<file path="src/rtl/alu_sequencer.sv">
// alu_sequencer: turns raw active-low operation buttons into single,
// latched ALU operations. Each operation waits LAT settle cycles before
// capturing the result and flags, then waits for all buttons to be released.
module alu_sequencer #(
  parameter int N   = 4,
  parameter int LAT = 2
) (
  input  logic         clk,
  input  logic         rst,
  input  logic [N-1:0] A_num,
  input  logic [N-1:0] B_num,
  input  logic [3:0]   operations_buttons,
  input  logic [1:0]   change_mode,
  output logic [N-1:0] alu_a,
  output logic [N-1:0] alu_b,
  output logic [3:0]   alu_op,
  output logic [1:0]   alu_mode,
  input  logic [N-1:0] alu_result,
  input  logic [3:0]   alu_flags,
  output logic [N-1:0] result_reg,
  output logic [3:0]   flags_reg,
  output logic         busy,
  output logic         done,
  output logic         op_err,
  output logic [7:0]   op_count
);

  typedef enum logic [1:0] {IDLE, EXEC, DONE, HOLD} state_t;

  state_t     r_state;
  state_t     w_state_next;
  logic [3:0] r_btn_m;
  logic [3:0] r_btn_s;
  logic [3:0] r_btn_p;
  logic [1:0] r_settle;
  logic       r_arm;
  logic [3:0] r_cnt;
  logic [3:0] w_btn_n;
  logic       w_one_zero;
  logic       w_press;
  logic       w_valid;
  logic       w_start;
  logic       w_reject;
  logic       w_finish;

  // A button that is still held when reset is released must not count as a
  // fresh press: presses are only armed once the synchronizer has flushed
  // and has seen every button released.
  assign w_btn_n    = ~r_btn_s;
  assign w_one_zero = (w_btn_n != 4'd0) && ((w_btn_n & (w_btn_n - 4'd1)) == 4'd0);
  assign w_press    = r_arm && (r_btn_p == 4'hF) && (r_btn_s != 4'hF);
  assign w_valid    = w_one_zero && (change_mode != 2'b11);

  // Two-flop synchronizer, previous-value register and post-reset arming.
  always_ff @(posedge clk or posedge rst) begin
    if (rst) begin
      r_btn_m  <= 4'hF;
      r_btn_s  <= 4'hF;
      r_btn_p  <= 4'hF;
      r_settle <= 2'd0;
      r_arm    <= 1'b0;
    end else begin
      r_btn_m <= operations_buttons;
      r_btn_s <= r_btn_m;
      r_btn_p <= r_btn_s;
      if (r_settle != 2'd2) begin
        r_settle <= r_settle + 2'd1;
      end
      if ((r_settle == 2'd2) && (r_btn_s == 4'hF)) begin
        r_arm <= 1'b1;
      end
    end
  end

  // FSM state register.
  always_ff @(posedge clk or posedge rst) begin
    if (rst) begin
      r_state <= IDLE;
    end else begin
      r_state <= w_state_next;
    end
  end

  // Next-state decode plus the busy/done outputs, which follow the state directly.
  always_comb begin
    w_state_next = r_state;
    w_start      = 1'b0;
    w_reject     = 1'b0;
    w_finish     = 1'b0;
    busy         = 1'b0;
    done         = 1'b0;
    case (r_state)
      IDLE: begin
        if (w_press) begin
          if (w_valid) begin
            w_start      = 1'b1;
            w_state_next = EXEC;
          end else begin
            w_reject     = 1'b1;
            w_state_next = HOLD;
          end
        end
      end
      EXEC: begin
        busy = 1'b1;
        if (r_cnt == 4'd0) begin
          w_finish     = 1'b1;
          w_state_next = DONE;
        end
      end
      DONE: begin
        done         = 1'b1;
        w_state_next = HOLD;
      end
      HOLD: begin
        if (r_btn_s == 4'hF) begin
          w_state_next = IDLE;
        end
      end
      default: w_state_next = IDLE;
    endcase
  end

  // Operand latch, settle counter, result capture and completion counter.
  always_ff @(posedge clk or posedge rst) begin
    if (rst) begin
      alu_a      <= '0;
      alu_b      <= '0;
      alu_mode   <= 2'b00;
      alu_op     <= 4'hF;
      op_err     <= 1'b0;
      r_cnt      <= 4'd0;
      result_reg <= '0;
      flags_reg  <= 4'd0;
      op_count   <= 8'd0;
    end else begin
      if (w_start) begin
        alu_a    <= A_num;
        alu_b    <= B_num;
        alu_mode <= change_mode;
        alu_op   <= r_btn_s;
        op_err   <= 1'b0;
        r_cnt    <= 4'(LAT - 1);
      end else if ((r_state == EXEC) && (r_cnt != 4'd0)) begin
        r_cnt <= r_cnt - 4'd1;
      end
      if (w_reject) begin
        op_err <= 1'b1;
      end
      if (w_finish) begin
        result_reg <= alu_result;
        flags_reg  <= alu_flags;
        op_count   <= op_count + 8'd1;
      end
      // Leaving DONE always enters HOLD, where no operation is driven.
      if (r_state == DONE) begin
        alu_op <= 4'hF;
      end
    end
  end

endmodule
</file>
<file path="config.mk">
export PLATFORM = sky130hd
export DESIGN_NAME = alu_sequencer
export DESIGN_NICKNAME = d
export VERILOG_FILES = /design/src/rtl/alu_sequencer.sv
export SDC_FILE = /design/constraint.sdc
export NUM_CORES = 1
export LEC_CHECK = 0
export CAP_MARGIN = 20
export CORE_MARGIN = 2
export CORE_UTILIZATION = 35
export CTS_BUF_LIST = sky130_fd_sc_hd__clkbuf_16
export CTS_CLUSTER_SIZE = 24
export DETAILED_ROUTE_END_ITERATION = 8
export PLACE_DENSITY = 0.59
export REMOVE_ABC_BUFFERS = 1
export SYNTH_ARGS = -nofsm -noshare
export SYNTH_HDL_FRONTEND = slang
export SYNTH_SLANG_ARGS = --single-unit
export TNS_END_PERCENT = 50
</file>
<file path="constraint.sdc">
create_clock -name clk -period 2.4 [get_ports clk]
set_clock_uncertainty 0.2 [all_clocks]
set_input_delay 0.48 -clock clk [delete_from_list [all_inputs] [get_ports clk]]
set_output_delay 0.48 -clock clk [all_outputs]
set_load 0.02 [all_outputs]
</file>
==> results of run 1 <==
-- worst paths after layout --
check | from | to | slack (ns) | cells after the start
min | r_btn_m[3] | r_btn_s[3] | 0.15 | 0
min reg2reg | r_btn_m[3] | r_btn_s[3] | 0.15 | 0
max reg2reg | r_state[1] | alu_mode[1] | 0.23 | 5
min in group asynchronous | rst | r_settle[0] | 0.30 | 2
max | r_state[0] | done | 0.15 | 3
max in group asynchronous | rst | r_btn_s[1] | 1.13 | 3
-- cell families (layout without fill, tap and decap cells) --
logic type / Yosys count / after routing
XOR/XNOR: 12 / 12
flip-flops: 52 / 52
buffers and inverters: 11 / 77
AND/OR/NAND/NOR: 39 / 39
multiplexers: 23 / 23
AO/OA/AOI/OAI: 11 / 11
adder cells (fa/ha/maj): 8 / 8
-- cell type report --
| cell class | instances | area [µm²] |
|---|---|---|
| inverters | 8 | 30.03 |
| repair buffers | 61 | 613.1 |
| multi-input cells | 93 | 775.7 |
| clock inverters | 3 | 37.54 |
| flip-flops and latches | 52 | 1321 |
| fillers | 535 | 2924 |
| clock buffers | 5 | 125.1 |
| well taps | 75 | 93.84 |
-- synth_stat cells (2+ instances only) --
library cell	count
mux2i_1	4
nor3_1	2
and2_1	2
a21oi_1	2
nand2_1	7
mux2_2	18
ha_1	8
nand4_1	5
dfrtp_1	36
a21boi_0	2
nor2_1	11
inv_1	8
xnor2_1	8
xor2_1	4
and2_2	2
nand4b_1	2
dfstp_2	16
nand3_1	3
-- worst max-delay path, cell delays in order, from the launching register on --
cell             delay (ns)
dfrtp_1                0.41
inv_1                  0.10
ha_1                   0.17
clkdlybuf4s50_1        0.61
-- where the power goes --
part / internal [W] / leakage, nW / switching [W]
clock network: 0.000484 / 0.0789 / 0.000289
logic: 0.000551 / 0.655 / 0.000469
registers: 0.00107 / 0.627 / 0.000140
total: 0.00211 / 1.36 / 0.000898
-- placed cells by master (no fill, tap or decap), types with 3 or more instances in the layout --
cell type,synthesis,routed
buf_4,0,4
nand4_1,5,5
nand3_1,3,3
clkbuf_16,0,5
xor2_1,4,4
dfstp_2,16,16
inv_1,8,7
nor2_1,11,11
nand2_1,7,7
mux2i_1,4,4
clkdlybuf4s50_1,0,55
dfrtp_1,36,36
mux2_2,18,18
ha_1,8,8
xnor2_1,8,8
-- metal layers --
metal | share of wire | vias up
li1 | - | 661
met1 | 0.46 | 696
met2 | 0.47 | 34
met3 | 0.061 | 4
met4 | 0.0059 | 0
met5 | 0 | -
-- what timing repair did --
item,4_1_cts,5_1_grt
setup endpoints to repair,0,1
gates resized for setup,0,1
hold endpoints to repair,0,0
-- per-stage QoR --
stage                     hold WS (ns)    util  setup WS, ns
after detailed placement        0.1468  0.4782       0.06072
after global placement          0.1457  0.4782       0.07315
final                           0.1530  0.5061        0.1498
after CTS                       0.1563  0.5057       0.02836
after global routing            0.1574  0.5061       0.05825
after floorplan                 0.1452       -        0.4116
==> out/metrics.csv, run 1 <==
stage,metric,value,unit
sta,slew_headroom,0.7167,
setup_path,critPathMaxFanout,4,
clock_tree,cts_hold_buf,0,
global_route,use_met1,0.1734,
sta,final_hold_viol_count,0,
logic_synthesis,synth_top_flop_cell,dfrtp_1,
setup_path,critical_path_class,reg2out,
drt,dr.pass1.iters,4,
finish,antennaDiodeCount,0,
setup_path,endpoint_kind,primary output,
floorplanning,io_pins,57,
setup_path,critPathArrivalTime,1.57,ns
finish,syn2layout_area_growth,39.57,%
drt,ant_nets,0,
clock_tree,clkTransAtPathRegs,0.06,ns
logic_synthesis,synth_area_leaders,"dfrtp_1 42%, dfstp_2 20%, mux2_2 9.4%",
drt,vias_per_cell,4.697,
floorplanning,num_rows,28,
setup_path,startpoint_type,flop,
global_route,met3_usage,0.05761,
logic_synthesis,synthAdderAreaFrac,0.04662,
logic_synthesis,synth_seq_cells,52,
sta,clock.fmax,444.4,MHz
worst_hold_path,hold_class,reg2reg,
power_and_ir_drop,power,0.003008,W
finish,nets,253,
logic_synthesis,synth_top_family_by_area,multiplexers,
sta,setup_tns,0,ns
floorplanning,core,5921,µm²
logic_synthesis,yosysSeqAreaShare,0.6154,
setup_path,required,1.72,ns
drt,drtIter0Drc,55,
outcome,status,finished clean,
global_route,grtUsageMet2,0.2024,
placed_design,dp.cells,289,
placed_design,portBuffers,56,
logic_synthesis,synth_warnings,0,
logic_synthesis,synthMuxAreaShare,0.1200,
logic_synthesis,synth-compound-area-share,0.04196,
finish,largest_reg_flops,8,
logic_synthesis,syn_inst,156,
clock_tree,cts_buffer_depth,2,
logic_synthesis,synth-xor-area-share,0.04895,
floorplanning,initial_utilization,0.3626,
job,maxCapViolCount,0,
logic_synthesis,syn_area,2147,µm²
finish,regMostFlops,op_count,
logic_synthesis,ys_types,34,
power_and_ir_drop,p_leak,1.360,nW
global_route,grt_max_degree,22,
placed_design,dp_hpwl,2896,µm
sta,fin_crit_sh,0.9376,
sta,min_period,2.250,ns
floorplanning,die_x,82.32,µm
logic_synthesis,syn_area_per_cell,13.76,µm²
global_route,grt_usage,0.1329,
clock_tree,cts_made_buffers,5,
global_route,grt_pass1_vias,1420,
placed_design,place_congestion,0.6904,
floorplanning,die_h,82.32,µm
finish,final_cells,297,
global_route,top_usage_layer,met2,
sta,grt_setup_unrepaired,no,
drt,wl,3897,µm
global_route,grt-ovfl-total,0,
sta,maxSlewViolCount,0,
drt,drc,0,
clock_tree,insertion_delay,0.28,ns
clock_tree,clock-root-buffer,clkbuf_16,
logic_synthesis,yosys.area_share.simple,0.1037,
floorplanning,dieArea,6777,µm²
drt,vias,1395,
logic_synthesis,synth_edf_count,0,
finish,drive_above_1_share,0.2432,
clock_tree,cts_setup_buffers,0,
power_and_ir_drop,powerDensity,1004,nW/µm²
clock_tree,cts_tree,done,
sta,worst_pin_slew,0.4211,ns
logic_synthesis,synth_top_area_share,0.4196,
clock_tree,htreeDepth,2,
logic_synthesis,postSynth.asyncResetShare,1.000,
drt,detail_route.wl_per_cell,13.12,µm
global_route,grt_pass1_wl,6727,µm
logic_synthesis,synth_top_area_cell,dfrtp_1,
finish,finish.instance_area,2997,µm²
global_route,antenna_found_initial,0,
clock_tree,cts.sinks,52,
placed_design,placed_cell_area,2831,µm²
power_and_ir_drop,vdd_drop_max,0.5380,mV
sta,setup_viol,0,
(Power assumes the default switching activity.)
==> run 2: changes to the inputs <==
--- a/config.mk
+++ b/config.mk
@@ -6,6 +6,7 @@
 export NUM_CORES = 1
 export LEC_CHECK = 0
 export CAP_MARGIN = 20
+export CORE_ASPECT_RATIO = 0.5
 export CORE_MARGIN = 2
 export CORE_UTILIZATION = 35
 export CTS_BUF_LIST = sky130_fd_sc_hd__clkbuf_16
==> out/metrics.csv, run 2 (synthesized netlist as in run 1, its figures left out) <==
stage,metric,value,unit
sta,grt_setup_unrepaired,no,
drt,ant_nets,0,
drt,detail_route.wl_per_cell,13.18,µm
global_route,grt_pass1_vias,1434,
global_route,grt_max_degree,21,
setup_path,critical_path_class,reg2out,
placed_design,portBuffers,56,
clock_tree,cts_hold_buf,0,
sta,setup_tns,0,ns
global_route,grt-ovfl-total,0,
finish,largest_reg_flops,8,
drt,vias_per_cell,4.603,
global_route,antenna_found_initial,0,
setup_path,critPathArrivalTime,1.61,ns
setup_path,startpoint,r_state[0],
setup_path,reg2reg_setup_slack,0.22,ns
drt,wl,3915,µm
clock_tree,cts_buffer_depth,2,
drt,drtIter0Drc,19,
floorplanning,num_rows,20,
floorplanning,die_h,59.39,µm
finish,regMostFlops,op_count,
clock_tree,cts_tree,done,
sta,min_period,2.293,ns
setup_path,critPathMaxFanout,4,
sta,maxSlewViolCount,0,
global_route,grtUsageMet2,0.2079,
worst_hold_path,min_to,r_btn_s[2],
clock_tree,htreeDepth,2,
finish,antennaDiodeCount,0,
floorplanning,dieArea,6815,µm²
power_and_ir_drop,vdd_drop_max,0.5130,mV
worst_hold_path,hp-start,r_btn_m[2],
clock_tree,cts_setup_buffers,0,
finish,layout_commonest_cell,clkdlybuf4s50_1,
setup_path,r2r_start,r_state[1],
clock_tree,clock-root-buffer,clkbuf_16,
sta,final_hold_viol_count,0,
setup_path,endpoint_kind,primary output,
power_and_ir_drop,power,0.003018,W
placed_design,place_congestion,0.7028,
sta,worst_pin_slew,0.4652,ns
power_and_ir_drop,p_leak,1.352,nW
worst_hold_path,hold_depth,0,
clock_tree,insertion_delay,0.29,ns
floorplanning,core,6006,µm²
global_route,top_usage_layer,met2,
power_and_ir_drop,powerDensity,1008,nW/µm²
clock_tree,cts_made_buffers,5,
clock_tree,post_cts_resized,1,
global_route,grt_usage,0.1298,
outcome,status,finished clean,
finish,syn2layout_area_growth,39.39,%
setup_path,startpoint_type,flop,
setup_path,ff2ff_path_depth,5,
sta,clock.fmax,436.2,MHz
sta,slew_headroom,0.6894,
finish,nets,251,
global_route,met3_usage,0.03783,
drt,vias,1367,
floorplanning,die_x,114.8,µm
floorplanning,io_pins,57,
sta,setup_viol,0,
setup_path,r2r-end,alu_mode[1],
sta,fin_crit_sh,0.9553,
setup_path,required,1.72,ns
placed_design,dp_hpwl,2871,µm
clock_tree,clkTransAtPathRegs,0.07,ns
drt,dr.pass1.iters,4,
job,maxCapViolCount,0,
global_route,grt_pass1_wl,6713,µm
floorplanning,initial_utilization,0.3575,
drt,drc,0,
finish,final_cell_mix,"55 x clkdlybuf4s50_1, 36 x dfrtp_1, 18 x mux2_2",
clock_tree,cts.sinks,52,
worst_hold_path,hold_class,reg2reg,
global_route,use_met1,0.1711,
finish,drive_above_1_share,0.2364,
==> run 2: how the worst max path moves through the flow <==
stage / end / slack, ns / depth (start not counted)
floorplan: op_count[7] / 0.41 / 6
global placement: alu_mode[1] / 0.09 / 4
detailed placement: alu_mode[1] / 0.06 / 4
CTS: done / 0.09 / 3
global route: done / 0.03 / 3
finish: done / 0.11 / 3
==> run 2: per-layer routing <==
metal	part of all wire	vias up
met3	0.042	4
met2	0.47	29
met4	0.012	0
li1	-	668
met1	0.48	666
met5	0	-
==> run 2: stage by stage <==
step | cell area (µm²) | std cells | setup slack [ns] | hold WS (ns) | utilization
after floorplan | 2127 | 153 | 0.4116 | 0.1452 | -
after global placement | 2831 | 289 | 0.09256 | 0.1459 | 0.4715
after detailed placement | 2831 | 289 | 0.05587 | 0.1473 | 0.4715
after CTS | 2993 | 297 | 0.08603 | 0.1567 | 0.4983
after global routing | 2993 | 297 | 0.03066 | 0.1626 | 0.4983
final | 2993 | 297 | 0.1074 | 0.1556 | 0.4983
==> run 2: cell type report <==
class	count	area [µm²]
flip-flops and latches	52	1321
well taps	77	96.34
multi-input cells	93	775.7
clock buffers	5	125.1
inverters	8	30.03
fillers	544	3013
clock inverters	3	37.54
repair buffers	59	606.8
==> run 2: power by group <==
part / switching, W / internal (W) / total, W
sequential: 0.000139 / 0.00107 / 0.00121
clock: 0.000294 / 0.000484 / 0.000779
combinational: 0.000478 / 0.000548 / 0.00103
total: 0.000912 / 0.00211 / 0.00302
==> run 2: worst max-delay path: stages, from the launching register on <==
cell	delay [ns]
dfrtp_1	0.42
inv_1	0.09
ha_1	0.19
clkdlybuf4s50_1	0.63
